--- config.mk ---
export PLATFORM = sky130hd
export DESIGN_NAME = hazard_scoreboard
export DESIGN_NICKNAME = d
export VERILOG_FILES = /design/src/rtl/hazard_pkg.sv /design/src/rtl/hazard_scoreboard_md_busy_ctr.sv /design/src/rtl/hazard_scoreboard.sv
export SDC_FILE = /design/constraint.sdc
export NUM_CORES = 1
export LEC_CHECK = 0
export BUFFER_PORTS_ARGS = -buffer_cell sky130_fd_sc_hd__buf_2
export CORE_ASPECT_RATIO = 0.6
export CORE_MARGIN = 8
export CORE_UTILIZATION = 27
export CTS_CLUSTER_SIZE = 20
export DETAILED_ROUTE_END_ITERATION = 7
export PLACE_DENSITY = 0.46
export RECOVER_POWER = 50
export SETUP_SLACK_MARGIN = 0.3
export SLEW_MARGIN = 5
export SYNTH_ARGS = -nofsm -noshare
export SYNTH_HDL_FRONTEND = slang
export SYNTH_SLANG_ARGS = --single-unit
--- constraint.sdc ---
create_clock -name clk -period 20.7 [get_ports clk]
set_input_delay 5.175 -clock clk [delete_from_list [all_inputs] [get_ports clk]]
set_output_delay 5.175 -clock clk [all_outputs]
set_load 0.01 [all_outputs]
--- src/rtl/hazard_pkg.sv ---
// Shared constants for the hazard scoreboard: default widths, Tuse/Tnew codes
// and the post-ID stage encoding used by the forwarding selects.
package hazard_pkg;

   localparam int unsigned AW_DEF = 5;
   localparam int unsigned TW_DEF = 2;

   // Tuse / Tnew codes
   localparam logic [TW_DEF-1:0] T_BRANCH = 2'd0;
   localparam logic [TW_DEF-1:0] T_ALU    = 2'd1;
   localparam logic [TW_DEF-1:0] T_STORE  = 2'd2;
   localparam logic [TW_DEF-1:0] T_NONE   = 2'd3;
   localparam logic [TW_DEF-1:0] T_LOAD   = 2'd2;

   // Forwarding select / stage encoding
   localparam logic [TW_DEF-1:0] STG_RF = 2'd0;
   localparam logic [TW_DEF-1:0] STG_EX = 2'd1;
   localparam logic [TW_DEF-1:0] STG_MA = 2'd2;
   localparam logic [TW_DEF-1:0] STG_WB = 2'd3;

   // Counter width able to hold the larger busy count plus the start cycle.
   function automatic int unsigned md_cw(input int unsigned mult_cyc,
                                         input int unsigned div_cyc);
      int unsigned mx;
      mx = (mult_cyc > div_cyc) ? mult_cyc : div_cyc;
      return $clog2(mx + 2);
   endfunction

endpackage

--- src/rtl/hazard_scoreboard_md_busy_ctr.sv ---
// HI/LO busy counter: loads the operation length on a mult/div start and
// counts down to zero; busy while non-zero.
module md_busy_ctr
   import hazard_pkg::*;
#(
   parameter int unsigned MULT_CYC = 5,
   parameter int unsigned DIV_CYC  = 10,
   parameter int unsigned CW       = 4
) (
   input  logic clk,
   input  logic reset,
   input  logic start_i,
   input  logic div_i,
   output logic busy_o
);

   logic [CW-1:0] cnt_q, cnt_d;

   // Next count: reload on start (+1 covers the start cycle), else count down.
   always_comb begin
      cnt_d = cnt_q;
      if (start_i) begin
         cnt_d = div_i ? CW'(DIV_CYC + 1) : CW'(MULT_CYC + 1);
      end else if (cnt_q != '0) begin
         cnt_d = cnt_q - 1'b1;
      end
   end

   // Count register with synchronous reset.
   always_ff @(posedge clk) begin
      if (reset) cnt_q <= '0;
      else       cnt_q <= cnt_d;
   end

   assign busy_o = (cnt_q != '0);

endmodule

--- src/rtl/hazard_scoreboard.sv ---
// ID-stage hazard unit: per-register countdown scoreboard for stall and
// forwarding decisions, plus a HI/LO busy interlock for mult/div.
module hazard_scoreboard
   import hazard_pkg::*;
#(
   parameter int unsigned NREG     = 32,
   parameter int unsigned AW       = AW_DEF,
   parameter int unsigned DEPTH    = 3,
   parameter int unsigned TW       = TW_DEF,
   parameter int unsigned MULT_CYC = 5,
   parameter int unsigned DIV_CYC  = 10
) (
   input  logic          clk,
   input  logic          reset,
   input  logic          valid_ID,
   input  logic [AW-1:0] rs_ID,
   input  logic [AW-1:0] rt_ID,
   input  logic [TW-1:0] Tuse_rs,
   input  logic [TW-1:0] Tuse_rt,
   input  logic [AW-1:0] A3_ID,
   input  logic [TW-1:0] Tnew_ID,
   input  logic          md_start_ID,
   input  logic          md_div_ID,
   input  logic          md_access_ID,
   output logic          Stall,
   output logic [TW-1:0] fwd_rs_ID,
   output logic [TW-1:0] fwd_rt_ID,
   output logic          md_busy
);

   localparam int unsigned CW = md_cw(MULT_CYC, DIV_CYC);

   logic          issue;
   logic          pend [NREG];
   logic [TW-1:0] rem  [NREG];
   logic [TW-1:0] age  [NREG];
   logic          rs_stall, rt_stall, md_stall;

   assign issue = valid_ID & ~Stall;

   for (genvar r = 0; r < NREG; r++) begin : g_entry
      if (r == 0) begin : g_zero
         // Register 0 is hard-wired zero and never pending.
         assign pend[r] = 1'b0;
         assign rem[r]  = '0;
         assign age[r]  = '0;
      end else begin : g_reg
         logic          pend_q, pend_d;
         logic [TW-1:0] rem_q, rem_d;
         logic [TW-1:0] age_q, age_d;
         logic          load;

         assign load = issue && (A3_ID == AW'(r));

         // Age the entry each cycle; a new producer overrides aging.
         always_comb begin
            pend_d = pend_q;
            rem_d  = rem_q;
            age_d  = age_q;
            if (load) begin
               pend_d = 1'b1;
               rem_d  = Tnew_ID;
               age_d  = TW'(1);
            end else if (pend_q) begin
               rem_d = (rem_q == '0) ? '0 : rem_q - 1'b1;
               if (age_q == TW'(DEPTH)) begin
                  pend_d = 1'b0;
                  age_d  = '0;
               end else begin
                  age_d = age_q + 1'b1;
               end
            end
         end

         // Entry state with synchronous reset.
         always_ff @(posedge clk) begin
            if (reset) begin
               pend_q <= 1'b0;
               rem_q  <= '0;
               age_q  <= '0;
            end else begin
               pend_q <= pend_d;
               rem_q  <= rem_d;
               age_q  <= age_d;
            end
         end

         assign pend[r] = pend_q;
         assign rem[r]  = rem_q;
         assign age[r]  = age_q;
      end
   end

   md_busy_ctr #(
      .MULT_CYC (MULT_CYC),
      .DIV_CYC  (DIV_CYC),
      .CW       (CW)
   ) u_md_busy_ctr (
      .clk     (clk),
      .reset   (reset),
      .start_i (issue & md_start_ID),
      .div_i   (md_div_ID),
      .busy_o  (md_busy)
   );

   // Stall and forwarding decode from the pre-issue scoreboard state.
   always_comb begin
      rs_stall  = pend[rs_ID] && (rs_ID != '0) && (rem[rs_ID] > Tuse_rs);
      rt_stall  = pend[rt_ID] && (rt_ID != '0) && (rem[rt_ID] > Tuse_rt);
      md_stall  = md_access_ID && md_busy;
      Stall     = valid_ID && (rs_stall || rt_stall || md_stall);
      fwd_rs_ID = TW'(STG_RF);
      fwd_rt_ID = TW'(STG_RF);
      if (pend[rs_ID] && (rs_ID != '0) && (rem[rs_ID] == '0)) fwd_rs_ID = age[rs_ID];
      if (pend[rt_ID] && (rt_ID != '0) && (rem[rt_ID] == '0)) fwd_rt_ID = age[rt_ID];
   end

endmodule

## Word level (Yosys, flattened, before mapping)

Cells that the tools add are included.
Widths: inputs -> output; s select.

- Add/sub/neg operators: 63
- Magnitude comparators: 4
- Eq/ne operators: 62
- Multiplexer cells: 302
- Bitwise gates (word level): 5
- Reductions and logical operators: 140

Operators with widths:

| operator | count |
|---|---|
| $mux 2 | 134 |
| $mux 1 | 159 |
| $eq 5x5->1 const B | 16 |
| $logic_not 2->1 | 33 |
| $reduce_bool 2->1 | 32 |
| $add 2x1->2 const B | 31 |
| $eq 2x2->1 const B | 31 |
| $reduce_or 2->1 | 31 |
| $sub 2x1->2 const B | 31 |
| $bmux 2 s5 | 4 |
| $eq 5x4->1 const B | 8 |
| $logic_and 1x1->1 | 39 |
| $eq 5x3->1 const B | 4 |
| $ge 6x6->1 const B | 2 |
| $mux 4 | 3 |
| $not 5->6 | 2 |
| $bmux 1 s5 | 2 |
| $eq 5x2->1 const B | 2 |
| $reduce_bool 5->1 | 2 |
| $eq 5x1->1 const B | 1 |
| $gt 2x2->1 | 2 |
| $reduce_bool 4->1 | 1 |
| $sub 4x1->4 const B | 1 |
| $and 1x1->1 | 2 |
| other kinds (2) | 3 |

- Bits in registers: 159
- Bits of input ports: 27
- Output and inout port bits: 6
- Logic and storage cells: 701

## Depth between registers and ports, before layout

- Depth after elaboration: 13
- Depth in mapped cells: 18
- Gate-level depth less buffers: 13

## Cells and area by module

A second synthesis with hierarchy kept.

- Cell total of the unflattened synthesis: 961
- Area, all modules: 10,996.8 um^2

By module, submodules not included:

| module | instances | cells each | area each (um^2) | sequential area each (um^2) |
|---|---|---|---|---|
| hazard_scoreboard | 1 | 939 | 10,764.1 | 3,103.0 |
| md_busy_ctr | 1 | 22 | 232.7 | 80.1 |

## Least setup slack after synthesis

OpenSTA, ideal clock, no wires.

- Path kind: input port to output port
- Start: in rt_ID[0]
- End: out Stall
- Arrival: 8,555 ps
- Required time: 15,525 ps
- Path slack: 6,970 ps
- Stages on the path: 16
- Buffers on the path: 6
- Path through: buf_2 > buf_2 > buf_2 > mux4_2 > mux4_2 > mux2i_1 > ha_1 > nand2_1 > o211ai_1 > or3_1 > o311a_2 > o211ai_4 > buf_6 > buf_6 > buf_6 > and2_1

- Cells in the longest elaborated chain, start to end: 9
- Elaborated cells between the ends (all ways): 14
- Those cells by class: order compare (1); mux (6); bitwise (1); reduce/logical (6)

Ends and longest elaborated chain:

| what | RTL line | text |
|---|---|---|
| from (decl) | hazard_scoreboard.sv:17 | `input logic [AW-1:0] rt_ID,` |
| $not 5->6 (not written as such) | hazard_scoreboard.sv:109 | `rt_stall = pend[rt_ID] && (rt_ID != '0) && (rem[rt_ID] > Tuse_rt);` |
| $bmux 2 s5 / $bmux 1 s5 (equally long branches) | hazard_scoreboard.sv:109 |  |
| $mux 2 (not written as such) / $mux 1 (equally long branches) (2 in series) | hazard_scoreboard.sv:109 |  |
| $gt 2x2->1 / $logic_and 1x1->1 (equally long branches) | hazard_scoreboard.sv:109 |  |
| $logic_and 1x1->1 * | hazard_scoreboard.sv:109 |  |
| $logic_or 1x1->1 * (2 in series) | hazard_scoreboard.sv:111 | `Stall = valid_ID && (rs_stall \|\| rt_stall \|\| md_stall);` |
| $logic_and 1x1->1 * | hazard_scoreboard.sv:111 |  |
| to (decl) | hazard_scoreboard.sv:25 | `output logic Stall,` |

Every way passes the cells marked *; elsewhere a longest branch is shown, timed or not. The select of a mux whose other input is x is not followed.

## Final worst setup path

Ends and elaborated chain as after synthesis.

==> run summary <==
### Timing
• RSZ-0062 raised after global routing: false
• Period minus WS final: 15.67 ns
• number of pins exceeding their max-slew limit in the final report: 112
• count of final hold-check violations: 0
• Sum Neg Setup Slack: 0 ns
• tightest hold margin: 0.5368 ns
• Final Cycle Share: 75.71%
• worst max-slew margin expressed relative to the limit: -134.5%
• slew at the pin with the worst max-slew slack: 3.517 ns
• highest achievable clock rate: 63.81 MHz
• Finish-stage setup viols: 0
• final setup slack of the worst path: 5.027 ns
• Clock Skews: 0.01278 ns

### Synth
• nets in the synthesized netlist: 1025
• #FFs+latches synth: 159
• top cell type by total area after synthesis: sky130_fd_sc_hd__dfxtp_1
• synthesized area divided by synthesized cell count: 10.83 um2
• Post-synth EDFFs: 0
• number of warning messages in the yosys log: 0
• synthesized netlist cell count: 961
• number of distinct library cell variants in the gate-level netlist after synthesis: 52
• mapped cell area: 10410 um2
• leading register cell type out of synthesis: sky130_fd_sc_hd__dfxtp_1
• part of the Yosys area used for sequential elements: 30.57%
• ranking of synthesized cells by area: sky130_fd_sc_hd__dfxtp_1, sky130_fd_sc_hd__mux4_2, sky130_fd_sc_hd__mux2i_1, sky130_fd_sc_hd__mux2_2, sky130_fd_sc_hd__ha_1
• top-area cell type share of the netlist area: 30.57%
• proportion of synthesized flip-flops having asynchronous set or reset: 0%

### Floorplan
• floorplan die area: 45310 um2
• die width: 269.5 um
• placeable core region: 37850 um2
• row count: 55
• count of pins on the block boundary: 33
• initial cell density of the core: 27.51%
• Die Ht: 168.1 um

### Routing
• total number of vias: 7788
• First DRT Iteration DRCs: 732
• detail-routed via count per cell: 5.262
• number of antenna-violating nets in the routed design: 0
• overall routed net length: 33.54 mm
• number of detailed-route iterations in the first pass: 5
• DRC violation count after routing: 0
• detail-routed net length per standard cell: 22.66 um

### Critical path
• Crit Path Max Fanout: 43
• launching point of the worst reg2reg path: g_entry[31].g_reg.rem_q[1]
• arrival time reported for the critical path endpoint: 10.50 ns
• startpoint of the most critical setup path: rt_ID[0]
• critical path endpoint category: output pin
• setup slack on the worst flop-to-flop path: 14.39 ns
• Worst Setup Start Kind: input pin
• CP Capture Point: Stall
• Crit Path Category: input pin to output pin
• worst reg2reg path depth: 12
• Data required, critical path: 15.53 ns
• RR Endpoint: g_entry[1].g_reg.rem_q[0]

### Pwr
• switch share: 29.75%
• leakage power summed over all cells: 4.191 nW
• PwrDens: 66.33 nW/um2
• total power: 754.5 uW
• Comb pwr share: 14.8%
• clock network fraction of design power: 42.3%
• part of the total power dissipated in sequential elements: 42.9%
• internal cell power: 530.0 uW
• reported net switching power: 224.5 uW
• peak supply drop: 0.00005060 V

### CTS
• post-cts repair resize count: 0
• hold buffer count at cts: 0
• clock slew at reported path FFs: 0.07 ns
• root cell of the clock tree: sky130_fd_sc_hd__clkbuf_16
• clock tree from TritonCTS: yes
• maximum level of the CTS H-tree: 4
• Clock Latency Late Sink: 0.45 ns
• number of CTS-inserted buffers: 17
• clock buffer depth: 2
• setup bufs post-CTS: 0
• count of clock tree sinks: 159

### Finish
• proportion of layout cells with a drive suffix above 1: 26.71%
• final cell count without fillers: 1480
• Area Growth Syn to Fin: 9.266%
• area of all placed cells without fillers: 11380 um2
• fillers: 3910
• post-layout net count: 1017
• register area: 3183 um2
• fraction of the core area covered by cells at the end of the flow: 30.06%
• multi-input logic area: 6705 um2

### Global routing
• antenna violations before repair: 0
• wire length of the first global-routing pass: 49.94 mm
• All-Layer GR Usage: 14.77%
• maximum number of pins on one net before global-route repair: 68
• vias in the first global route: 7389
• overflow left after global routing: 0

### Place
• Cell Count Post-Placement: 1447
• placed wire-length estimate after detailed placement: 23.91 mm
• worst setup slack before clock tree synthesis: 6.845 ns
• placer congestion estimate: 0.8556
• number of input and output port buffers inserted: 32
• cell area after placement: 10930 um2

### Worst hold path
• class of the tightest hold or removal check: register to register
• cell depth of the worst hold path: 2

### Outcome
• status: complete, but fails checks
• failing checks: capacitance limit, slew limit

### Flow run
• number of max-cap violations: 2

[registers in the layout, summed over array words and instances, names as in the netlist]
| signal | cells |
|---|---|
| g_entry.g_reg.age_q | 62 |
| g_entry.g_reg.rem_q | 62 |
| g_entry.g_reg.pend_q | 31 |
| u_md_busy_ctr.cnt_q | 4 |
[Yosys cell counts, drive strengths merged (2+ instances only)]
| cell type | count |
|---|---|
| inv | 7 |
| a21oi | 74 |
| o31ai | 3 |
| clkbuf | 43 |
| nand3b | 24 |
| a221oi | 2 |
| nand2b | 62 |
| o22ai | 2 |
| nand4b | 3 |
| a22o | 7 |
| buf | 26 |
| nand3 | 8 |
| o21ai | 4 |
| mux2 | 97 |
| o211ai | 3 |
| nor2b | 27 |
| dfxtp | 159 |
| ha | 37 |
| a22oi | 3 |
| or3 | 35 |
| mux4 | 77 |
| or3b | 7 |
| nand2 | 39 |
| mux2i | 86 |
| nor3 | 63 |
| or2 | 3 |
| nor2 | 45 |
[logic make-up (layout without fill, tap and decap cells)]
logic type / after synthesis / in the layout / synth area share (%)
simple gates: 321 / 321 / 18.47
mux: 260 / 260 / 36.50
flops: 159 / 159 / 30.57
compound gates: 105 / 105 / 6.009
buf+inv: 77 / 82 / 3.834
fa+ha+maj: 37 / 37 / 4.447
xor+xnor: 2 / 2 / 0.1683
other cells: 0 / 1 / 0
[cell type report]
type / instances / share of cell area [%]
multi-input combinational: 725 / 58.94
sequential: 159 / 27.98
tap: 513 / 5.642
clock buffer: 21 / 4.223
timing repair buffer: 42 / 2.013
clock inverter: 11 / 0.9129
inverter: 8 / 0.2640
antenna: 1 / 0.02200
[per-layer routing]
layer | track usage (%) | vias up | wire (um)
li1 | - | 3586 | -
met1 | 23.70 | 3916 | 18180
met2 | 17.45 | 252 | 11770
met3 | 5.447 | 34 | 3136
met4 | 3.454 | 0 | 460
met5 | 0 | - | 0
[power groups by stage]
stage / sequential, mW / combinational, mW / clock [mW]
after floorplan: 0.326 / 0.0940 / 0
after global placement: 0.330 / 0.115 / 0
after detailed placement: 0.330 / 0.116 / 0
after CTS: 0.323 / 0.117 / 0.327
after global routing: 0.325 / 0.122 / 0.341
final: 0.324 / 0.112 / 0.319
[worst max-delay path, cell delays in order]
cell and delay (ns):
sky130_fd_sc_hd__buf_2 0.07, sky130_fd_sc_hd__clkbuf_1 2.13, sky130_fd_sc_hd__mux4_2 0.72, sky130_fd_sc_hd__mux4_2 0.51, sky130_fd_sc_hd__o22a_1 0.23, sky130_fd_sc_hd__ha_1 0.29, sky130_fd_sc_hd__nor2b_1 0.16, sky130_fd_sc_hd__o211ai_1 0.11
sky130_fd_sc_hd__or3_1 0.32, sky130_fd_sc_hd__o311a_2 0.14, sky130_fd_sc_hd__o211ai_1 0.19, sky130_fd_sc_hd__and2_1 0.26, sky130_fd_sc_hd__buf_2 0.16
[layout by cell type (no fill, tap or decap), drive strengths merged, types with 2 or more instances in the layout]
cell type / count
dfxtp: 159
mux2: 97
mux2i: 86
mux4: 77
a21oi: 74
nor3: 63
nand2b: 62
nor2: 45
nand2: 39
buf: 39
ha: 37
or3: 35
nor2b: 27
nand3b: 24
clkbuf: 24
inv: 9
nand3: 8
a22o: 7
or3b: 7
clkinv: 7
o21ai: 4
o31ai: 3
nand4b: 3
a22oi: 3
o211ai: 3
or2: 3
a221oi: 2
o22ai: 2
clkinvlp: 2
[worst min path at each step]
stage	from	to	slack [ns]
2_1_floorplan	g_entry[18].g_reg.rem_q[1]	g_entry[18].g_reg.rem_q[1]	0.49
3_3_place_gp	g_entry[7].g_reg.rem_q[1]	g_entry[7].g_reg.rem_q[1]	0.53
3_5_place_dp	g_entry[19].g_reg.rem_q[1]	g_entry[19].g_reg.rem_q[1]	0.53
4_1_cts	g_entry[19].g_reg.rem_q[1]	g_entry[19].g_reg.rem_q[1]	0.54
5_1_grt	g_entry[18].g_reg.rem_q[1]	g_entry[18].g_reg.rem_q[1]	0.57
6_report	g_entry[19].g_reg.rem_q[1]	g_entry[19].g_reg.rem_q[1]	0.54
Power figures use the tool's default switching activity.
